`src/rtl/vga_timing_generator.sv`:
```
// Parametrised VGA raster timing: h/v counters with registered syncs, active flag,
// pixel coordinates and line/frame strobes, all decoded from the post-edge position.
module vga_timing_generator #(
    parameter int H_ACTIVE     = 1024,
    parameter int H_FRONT      = 24,
    parameter int H_SYNC       = 136,
    parameter int H_BACK       = 160,
    parameter int V_ACTIVE     = 768,
    parameter int V_FRONT      = 3,
    parameter int V_SYNC       = 6,
    parameter int V_BACK       = 29,
    parameter int H_SYNC_POL   = 0,
    parameter int V_SYNC_POL   = 0,
    parameter int COUNTER_SIZE = 11
) (
    input  logic                    control_clock,
    input  logic                    control_reset_n,
    input  logic                    pixel_enable,
    output logic                    h_sync,
    output logic                    v_sync,
    output logic                    active_video,
    output logic [COUNTER_SIZE-1:0] pixel_x,
    output logic [COUNTER_SIZE-1:0] pixel_y,
    output logic                    line_start,
    output logic                    frame_start
);

    localparam int H_TOTAL = H_ACTIVE + H_FRONT + H_SYNC + H_BACK;
    localparam int V_TOTAL = V_ACTIVE + V_FRONT + V_SYNC + V_BACK;

    localparam logic [COUNTER_SIZE-1:0] H_LAST       = COUNTER_SIZE'(H_TOTAL - 1);
    localparam logic [COUNTER_SIZE-1:0] V_LAST       = COUNTER_SIZE'(V_TOTAL - 1);
    localparam logic [COUNTER_SIZE-1:0] H_ACT_END    = COUNTER_SIZE'(H_ACTIVE);
    localparam logic [COUNTER_SIZE-1:0] V_ACT_END    = COUNTER_SIZE'(V_ACTIVE);
    localparam logic [COUNTER_SIZE-1:0] H_SYNC_BEGIN = COUNTER_SIZE'(H_ACTIVE + H_FRONT);
    localparam logic [COUNTER_SIZE-1:0] H_SYNC_END   = COUNTER_SIZE'(H_ACTIVE + H_FRONT + H_SYNC);
    localparam logic [COUNTER_SIZE-1:0] V_SYNC_BEGIN = COUNTER_SIZE'(V_ACTIVE + V_FRONT);
    localparam logic [COUNTER_SIZE-1:0] V_SYNC_END   = COUNTER_SIZE'(V_ACTIVE + V_FRONT + V_SYNC);
    localparam logic [COUNTER_SIZE-1:0] CNT_ONE      = COUNTER_SIZE'(1);
    localparam logic                    HS_ON        = 1'(H_SYNC_POL);
    localparam logic                    VS_ON        = 1'(V_SYNC_POL);

    logic [COUNTER_SIZE-1:0] h_count;
    logic [COUNTER_SIZE-1:0] v_count;
    logic [COUNTER_SIZE-1:0] h_next;
    logic [COUNTER_SIZE-1:0] v_next;
    logic                    h_wrap;
    logic                    v_wrap;
    logic                    active_next;
    logic                    hs_next;
    logic                    vs_next;

    // Outputs are decoded from the position the counters are about to take,
    // so registering them on the same edge keeps them aligned with the counters.
    always_comb begin
        h_wrap = (h_count == H_LAST);
        v_wrap = (v_count == V_LAST);
        h_next = h_wrap ? '0 : h_count + CNT_ONE;
        v_next = v_count;
        if (h_wrap) begin
            v_next = v_wrap ? '0 : v_count + CNT_ONE;
        end
        active_next = (h_next < H_ACT_END) && (v_next < V_ACT_END);
        hs_next     = ((h_next >= H_SYNC_BEGIN) && (h_next < H_SYNC_END)) ? HS_ON : ~HS_ON;
        vs_next     = ((v_next >= V_SYNC_BEGIN) && (v_next < V_SYNC_END)) ? VS_ON : ~VS_ON;
    end

    // Reset parks at the back-porch corner so the first enabled tick lands on (0,0).
    always_ff @(posedge control_clock) begin
        if (!control_reset_n) begin
            h_count      <= H_LAST;
            v_count      <= V_LAST;
            h_sync       <= ~HS_ON;
            v_sync       <= ~VS_ON;
            active_video <= 1'b0;
            pixel_x      <= '0;
            pixel_y      <= '0;
            line_start   <= 1'b0;
            frame_start  <= 1'b0;
        end else if (pixel_enable) begin
            h_count      <= h_next;
            v_count      <= v_next;
            h_sync       <= hs_next;
            v_sync       <= vs_next;
            active_video <= active_next;
            pixel_x      <= active_next ? h_next : '0;
            pixel_y      <= active_next ? v_next : '0;
            line_start   <= h_wrap;
            frame_start  <= h_wrap && v_wrap;
        end else begin
            line_start   <= 1'b0;
            frame_start  <= 1'b0;
        end
    end

endmodule
```
`config.mk`:
```
export PLATFORM = sky130hd
export DESIGN_NAME = vga_timing_generator
export DESIGN_NICKNAME = d
export VERILOG_FILES = /design/src/rtl/vga_timing_generator.sv
export SDC_FILE = /design/constraint.sdc
export NUM_CORES = 1
export LEC_CHECK = 0
export BUFFER_PORTS_ARGS = -buffer_cell sky130_fd_sc_hd__buf_2
export CORE_MARGIN = 4
export CORE_UTILIZATION = 52
export CTS_CLUSTER_DIAMETER = 120
export DETAILED_ROUTE_END_ITERATION = 10
export PLACE_DENSITY = 0.75
export SLEW_MARGIN = 20
export SYNTH_ARGS = -nofsm -noshare
export SYNTH_HDL_FRONTEND = slang
export SYNTH_SLANG_ARGS = --single-unit
```
`constraint.sdc`:
```
create_clock -name control_clock -period 2.8 [get_ports control_clock]
set_clock_uncertainty 0.05 [all_clocks]
set_input_delay 0.28 -clock control_clock [delete_from_list [all_inputs] [get_ports control_clock]]
set_output_delay 0.28 -clock control_clock [all_outputs]
set_load 0.02 [all_outputs]
```
==> flow_summary.ini, run 1 <==
[run_status]
status = completed

[clocking]
cts_setup_buffers = 0
path_clk_slew_ns = 0.09
cts_buffers = 5
clkSinkCount = 49
insertion_delay_ns = 0.30
root_buffer = clkbuf_8
cts_tree = built
cts_max_level = 2
clock_path_buffers = 2

[synthesis]
synth.avg_cell_area_sq_um = 8.512
synthCells = 305
synth_cell_types = 64
synth-seq-cells = 49
synth_warnings = 0
synth_nets = 312
syn_area_sq_um = 2596
synth-seq-area-share_pct = 37.78
synth_edf_count = 0
async_flop_share_pct = 0
ys.flop_type = dfxtp_1

[timing]
relSlewSlack_pct = 71.62
finalSetupViolations = 0
rsz0062_at_grt = false
setup_ws_ns = 0.1360
hold_viol_final = 0
fmax_ghz = 0.3754
tightest_slew_ns = 0.4212
whs_ns = 0.2468
slew_viol_final = 0
tns_ns = 0
post-route-period-util_pct = 95.14
post-route-min-period_ns = 2.664

[worst_setup_path]
crit_type = reg2reg
cp.arrival_ns = 2.81
start_kind = flop
worstPathMaxFanout = 14
reg2reg_depth = 7
r2r_slack_ns = 0.14
worstPathRequired_ns = 2.95
worstSetupEndpointType = flop
r2r_start = h_count[8]
crit_start = h_count[8]

[place]
placed_area_sq_um = 2820
port_buffers = 29
place_inst = 393
gp_congestion = 0.8828
place_ws_ns = 0.1429
dp_hpwl_mm = 4.418

[pwr]
vdd_drop_max_mv = 0.2584
leakage_nw = 1.260
total_power_mw = 1.948
pwr_density_cell_nw_per_um2 = 661.9

[floorplanning]
coreArea_sq_um = 4786
dieHeight_microns = 78.66
dieArea_sq_um = 6187
die_w_microns = 78.66
start_util_pct = 54.25
core.rowCount = 25
ioPinCount = 30

[min_path]
min_delay_path_depth = 2
min_from = control_reset_n
hp-class = in2reg

[drt]
drc = 0
wirelength_mm = 6.125
drt_pass1_iterations = 5
ant_nets = 0
num_vias = 2374
viasPerCell = 5.920
drt_iter0_markers = 219
wl_per_cell_microns = 15.27

[global_route]
antenna_found_initial = 0
grt_pass1_wl_mm = 10.20
grt_pass1_vias = 2114
grt_max_degree = 28
grt_overflow = 0
track_usage_pct = 20.53

[finish]
drive_gt1_share_pct = 22.46
nets = 340
postLayoutCoreUtil_pct = 61.49
layout.cells.non_filler = 401
diodes = 0
design_area_sq_um = 2943
area_delta_synth_final_pct = 13.35

[flow_run]
cap_violations = 0
## cells in the mapped netlist, types with 3 or more instances
master     n  share of area, %
a21oi_1   12               2.3
a22o_1     5               1.7
and2_1     7               1.7
and3_1     9               2.2
and4_1     3               1.0
buf_2      3              0.58
clkbuf_1  16               2.3
dfxtp_1   49                38
ha_1       4               1.9
inv_1      5              0.72
mux2_2     3               1.3
mux2i_1    7               2.7
nand2_1   40               5.8
nand2b_1   3              0.72
nand3_1    9               1.7
nand4_1    4              0.96
nor2_1    22               3.2
nor3_1     4              0.77
nor4_1     3              0.72
o211ai_1   4               1.2
o21ai_0   19               3.7
o21ai_2    9               3.0
o31a_1     3               1.0
or3_1      3              0.72
xnor2_1    9               3.0
xor2_1     5               1.7
## cells in the final DEF, fill, tap and decap left out, types with 5 or more instances in the layout
cell type and count:
o21ai_2 9, buf_4 14, a22o_1 5, nor2_1 22, buf_2 29, nand3_1 9, clkbuf_8 6, xnor2_1 9
inv_1 5, and2_1 7, mux2i_1 7, and3_1 9, nand2_1 40, xor2_1 5, a21oi_1 12, o21ai_0 19
dfxtp_1 49
## what timing repair did
action | CTS | global route
endpoints found under the setup margin | 0 | 2
hold buffers | 0 | 0
gates resized for setup | 0 | 1
## kinds of logic after synthesis
| logic type | synth area share, % |
|---|---|
| DFF | 37.78 |
| adders and majority gates | 1.928 |
| buffers and inverters | 5.108 |
| muxes | 4.000 |
| and+or+nand+nor | 25.64 |
| xor gates and xnor gates | 4.723 |
| AOI/OAI and AO/OA | 20.82 |
## worst max-delay path: stages, from the launching register on
cell      delay, ns
dfxtp_1        0.46
or3b_1         0.40
or4_4          0.52
buf_4          0.21
o31a_1         0.32
o211ai_1       0.20
mux2i_1        0.10
o31a_1         0.30
## layout make-up
| cell class | count | area, sq um |
|---|---|---|
| clock inverters | 2 | 37.54 |
| clock buffers | 6 | 82.58 |
| repair buffers | 43 | 250.2 |
| flip-flops and latches | 49 | 980.9 |
| multi-input cells | 228 | 1485 |
| well taps | 67 | 83.83 |
| fillers | 438 | 1843 |
| inverters | 6 | 22.52 |
## registers in the layout, summed over array words and instances, names as in the netlist
register / count
active_video: 1
frame_start: 1
v_sync: 1
v_count: 11
h_sync: 1
line_start: 1
h_count: 11
pixel_y: 11
pixel_x: 11
## layer usage
metal  track usage [%]  vias up  share of wire (%)
met5                 0        -                  0
met4             5.594        0                1.5
met3             4.472       17                8.0
met2             31.92      103                 45
met1             28.57     1101                 46
li1                  -     1153                  -
## where the power goes
part,total (mW),switching [mW],internal (mW)
clock network,0.525,0.234,0.290
registers,0.804,0.0615,0.743
logic,0.619,0.377,0.242
total,1.95,0.673,1.28
## final timing paths
check                             endpoint
worst max-delay path                v_sync
worst min-delay path            h_count[0]
worst min register to register  pixel_x[7]
worst max register to register      v_sync
No activity file was read; power rests on OpenSTA's default activity.
==> run 2, diff against run 1 <==
Settings changed: CORE_MARGIN 4 to 3, SLEW_MARGIN 20 to not set.
==> flow_summary.ini, run 2 (synthesis results as in run 1) <==
[run_status]
status = completed

[worst_setup_path]
r2r_start = h_count[0]
cp_cell_sequence = ha_1 -> nand3_1 -> or4_4 -> or4_4 -> nand4b_2 -> nor2_2 -> a32o_1
r2r_end = pixel_x[5]
worstPathRequired_ns = 2.95
reg2reg_depth = 7
worstSetupEndpointType = flop
cp.arrival_ns = 2.79
start_kind = flop
worstPathMaxFanout = 8
cp_slowest_cell = or4_4
path_common_cell = or4_4
crit_type = reg2reg
crit_path_max_incr_delay_ns = 0.62
r2r_slack_ns = 0.16

[flow_run]
cap_violations = 0

[drt]
wirelength_mm = 6.171
ant_nets = 0
drc = 0
wl_per_cell_microns = 15.27
drt_pass1_iterations = 4
num_vias = 2319
drt_iter0_markers = 171
viasPerCell = 5.740

[finish]
postLayoutCoreUtil_pct = 61.99
diodes = 0
mostFrequentLayoutCell = dfxtp_1
area_delta_synth_final_pct = 14.27
nets = 343
final_cell_mix = dfxtp_1 (49), nand2_1 (40), buf_2 (29), nor2_1 (22), o21ai_0 (19)
drive_gt1_share_pct = 23.44
fill_cells = 425

[clocking]
root_buffer = clkbuf_8
clock_path_buffers = 2
cts_tree = built
clkSinkCount = 49
hold_buffers = 0
cts_buffers = 5
cts_max_level = 2
cts_setup_buffers = 0
insertion_delay_ns = 0.30
path_clk_slew_ns = 0.09
cts_resized = 0

[floorplanning]
dieArea_sq_um = 5877
core.rowCount = 25
dieHeight_microns = 76.66
start_util_pct = 54.25
ioPinCount = 30
die_w_microns = 76.66
coreArea_sq_um = 4786

[min_path]
min_from = control_reset_n
hp-class = in2reg
min_delay_path_depth = 2
hold_end = h_count[0]

[pwr]
power_frac_seq_pct = 40.7
vdd_drop_max_mv = 0.2529
leakage_nw = 1.267
p_sw_share_pct = 34.83
p_sw_uw = 684.5
clkPwrFrac_pct = 27.3
pwr_density_cell_nw_per_um2 = 662.5
p_comb_share_pct = 32.0
intPower_mw = 1.281

[timing]
post-route-period-util_pct = 94.16
fmax_ghz = 0.3793
rsz0062_at_grt = false
hold_viol_final = 0
tightest_slew_ns = 0.4395
relSlewSlack_pct = 70.39
tns_ns = 0
slew_viol_final = 0
post-route-min-period_ns = 2.637
finalSetupViolations = 0

[place]
gp_congestion = 0.9542
port_buffers = 29
dp_hpwl_mm = 4.392

[global_route]
track_usage_pct = 21.45
grt_max_degree = 28
grt_pass1_wl_mm = 10.14
grt_overflow = 0
antenna_found_initial = 0
grt_pass1_vias = 2065
-- run 2: cell count changes in the layout (fill, tap and decap cells not counted), sizes merged --
cell  before  now
or2        2    3
buf       43   45
-- run 2: stage by stage --
stage / power, mW / hold WS (ns) / worst slack [ns] / instances / area (sq um)
3_3_place_gp: 1.417 / 0.3793 / 0.2029 / 395 / 2835
5_1_grt: 2.076 / 0.2445 / 0.02046 / 404 / 2967
3_5_place_dp: 1.425 / 0.3805 / 0.1402 / 395 / 2835
6_report: 1.965 / 0.2390 / 0.1634 / 404 / 2967
2_1_floorplan: 1.245 / 0.3062 / 0.09574 / 305 / 2596
4_1_cts: 1.958 / 0.2489 / 0.1250 / 403 / 2955
-- run 2: metal layers --
layer,track usage [%],routed length [microns]
met5,0,0
met3,4.460,495
met4,7.428,131
met1,30.57,2834
met2,32.06,2709
-- run 2: worst max path at each step --
stage,from,endpoint,slack (ns),cells after the start
floorplan,h_count[0],pixel_x[7],0.1,9
global placement,h_count[0],pixel_y[6],0.20,7
detailed placement,h_count[0],pixel_y[4],0.14,7
CTS,h_count[0],pixel_y[4],0.12,7
global route,h_count[0],pixel_x[2],0.02,7
finish,h_count[0],pixel_x[5],0.16,7
-- run 2: worst max-delay path, delay by kind of cell (launching register included) --
| family | cells | cell delay (ns) |
|---|---|---|
| flip-flops | 1 | 0.42 |
| AO/OA/AOI/OAI | 1 | 0.25 |
| AND/OR/NAND/NOR | 5 | 1.55 |
| adder cells (fa/ha/maj) | 1 | 0.26 |
-- run 2: power by group through the flow --
stage | Clock, mW | Sequential [mW] | Combinational (mW)
final | 0.537 | 0.800 | 0.629
after detailed placement | 0 | 0.813 | 0.612
after global routing | 0.573 | 0.808 | 0.695
after floorplan | 0 | 0.809 | 0.436
after CTS | 0.544 | 0.798 | 0.616
after global placement | 0 | 0.812 | 0.605
-- run 2: cell type report --
cell class / instances / area [sq um] / share of cell area (%)
Multi-Input combinational cell: 229 / 1494 / 50.36
Sequential cell: 49 / 980.9 / 33.07
Timing Repair Buffer: 45 / 265.3 / 8.941
Tap cell: 67 / 83.83 / 2.826
Clock buffer: 6 / 82.58 / 2.784
Clock inverter: 2 / 37.54 / 1.265
Inverter: 6 / 22.52 / 0.7592
==> run 3, diff against run 2 <==
Settings changed: CORE_UTILIZATION 52 to 60, PLACE_DENSITY 0.75 to 0.82.
Clock period 2.8 ns to 3.1 ns, I/O delays scaled along.
==> flow_summary.ini, run 3 (synthesis results as in run 1) <==
[place]
place_inst = 367
placed_area_sq_um = 2731
dp_hpwl_mm = 4.216
gp_congestion = 0.9277
port_buffers = 29

[global_route]
busiest_layer = met1
grt_pass1_vias = 1935
met1_usage_pct = 35.46
grt_overflow = 0
grt_max_degree = 29
track_usage_pct = 23.65
grtUsageMet2_pct = 34.18
antenna_found_initial = 0
met3_usage_pct = 4.769
grt_pass1_wl_mm = 9.763

[worst_setup_path]
path_common_cell = or4_4
cp_slowest_cell = or4_4
start_kind = flop
worstPathRequired_ns = 3.24
cp.arrival_ns = 3.00
worstPathMaxFanout = 16
crit_path_max_incr_delay_ns = 0.64
worstSetupEndpointType = flop
cp_num_buf_inv = 0
crit_type = reg2reg
cp_cell_sequence = or3b_1 -> or4_4 -> or4_4 -> nand4b_2 -> or2_4 -> o21ai_0
crit_family = simple AND/OR/NAND/NOR gates

[floorplanning]
core.rowCount = 23
dieArea_sq_um = 5152
ioPinCount = 30
dieHeight_microns = 71.78
die_w_microns = 71.78
coreArea_sq_um = 4086
start_util_pct = 63.53

[clocking]
hold_buffers = 0
clock_path_buffers = 2
clkSinkCount = 49
root_buffer = clkbuf_8
path_clk_slew_ns = 0.10
cts_setup_buffers = 0
cts_buffers = 5
insertion_delay_ns = 0.31
cts_max_level = 2
cts_resized = 0
cts_tree = built

[drt]
wirelength_mm = 5.892
num_vias = 2273
drc = 0
viasPerCell = 6.061
wl_per_cell_microns = 15.71
ant_nets = 0
drt_iter0_markers = 213
drt_pass1_iterations = 4

[timing]
relSlewSlack_pct = 63.54
post-route-min-period_ns = 2.863
fmax_ghz = 0.3492
hold_viol_final = 0
tightest_slew_ns = 0.5412
finalSetupViolations = 0
tns_ns = 0
post-route-period-util_pct = 92.37
rsz0062_at_grt = false
slew_viol_final = 0

[finish]
mostFrequentLayoutCell = dfxtp_1
diodes = 0
area_delta_synth_final_pct = 8.675
layout.cells.non_filler = 375
drive_gt1_share_pct = 20.00
fill_cells = 352
final_cell_mix = dfxtp_1 (49), nand2_1 (40), buf_2 (29), nor2_1 (22), o21ai_0 (19)
design_area_sq_um = 2821
nets = 331

[pwr]
total_power_mw = 1.632
leakage_nw = 1.203
pwr_density_cell_nw_per_um2 = 578.3
vdd_drop_max_mv = 0.2366

[flow_run]
cap_violations = 0

[min_path]
hp-class = in2reg

[run_status]
status = completed
-- run 3: changes by cell type in the layout (fill, tap and decap cells not counted), sizes merged --
| cell | before | now |
|---|---|---|
| bufinv | 1 | 0 |
| clkbuf | 6 | 5 |
| buf | 45 | 34 |
| inv | 5 | 6 |
| or2 | 3 | 2 |
| clkinv | 1 | 2 |
-- run 3: final cells by class --
type | count | area (sq um) | area share, %
Timing Repair Buffer | 34 | 182.7 | 6.474
Inverter | 6 | 22.52 | 0.7982
Sequential cell | 49 | 980.9 | 34.77
Multi-Input combinational cell | 228 | 1483 | 52.55
Tap cell | 50 | 62.56 | 2.217
Clock buffer | 5 | 68.82 | 2.439
Clock inverter | 3 | 21.27 | 0.7539
-- run 3: worst register-to-register path, delay by kind of cell (launching register included) --
family          cells  cell delay [ns]
simple gates        5             2.13
compound gates      1             0.13
flops               1             0.44
-- run 3: power by group --
part / internal, mW / switching [mW] / leakage, nW
Sequential: 0.671 / 0.0588 / 0.398
Clock: 0.160 / 0.221 / 0.0445
Combinational: 0.196 / 0.325 / 0.761
Total: 1.03 / 0.605 / 1.20
-- run 3: layer usage --
| layer | up-vias | part of all wire, % | routed length, microns |
|---|---|---|---|
| met5 | - | 0 | 0 |
| met4 | 0 | 1.1 | 67 |
| met3 | 8 | 9.4 | 553 |
| met2 | 108 | 42 | 2481 |
| met1 | 1024 | 47 | 2791 |
| li1 | 1133 | - | - |
-- run 3: stage by stage --
| stage | setup slack, ns | utilization (%) | hold WS (ns) |
|---|---|---|---|
| after CTS | 0.2544 | 69.04 | 0.2845 |
| after floorplan | 0.3957 | - | 0.3362 |
| after global routing | 0.1293 | 69.04 | 0.2952 |
| after detailed placement | 0.2582 | 66.84 | 0.3881 |
| final | 0.2367 | 69.04 | 0.2912 |
| after global placement | 0.3398 | 66.84 | 0.3813 |
-- run 3: path summary, 6_finish.rpt --
path / cells after the start / slack [ns] / from / endpoint
hold reg to reg: 2 / 0.40 / pixel_x[2] / pixel_x[2]
hold / removal: 2 / 0.29 / control_reset_n / v_count[5]
setup reg to reg: 6 / 0.24 / h_count[8] / pixel_y[0]
setup / recovery: 6 / 0.24 / h_count[8] / pixel_y[0]
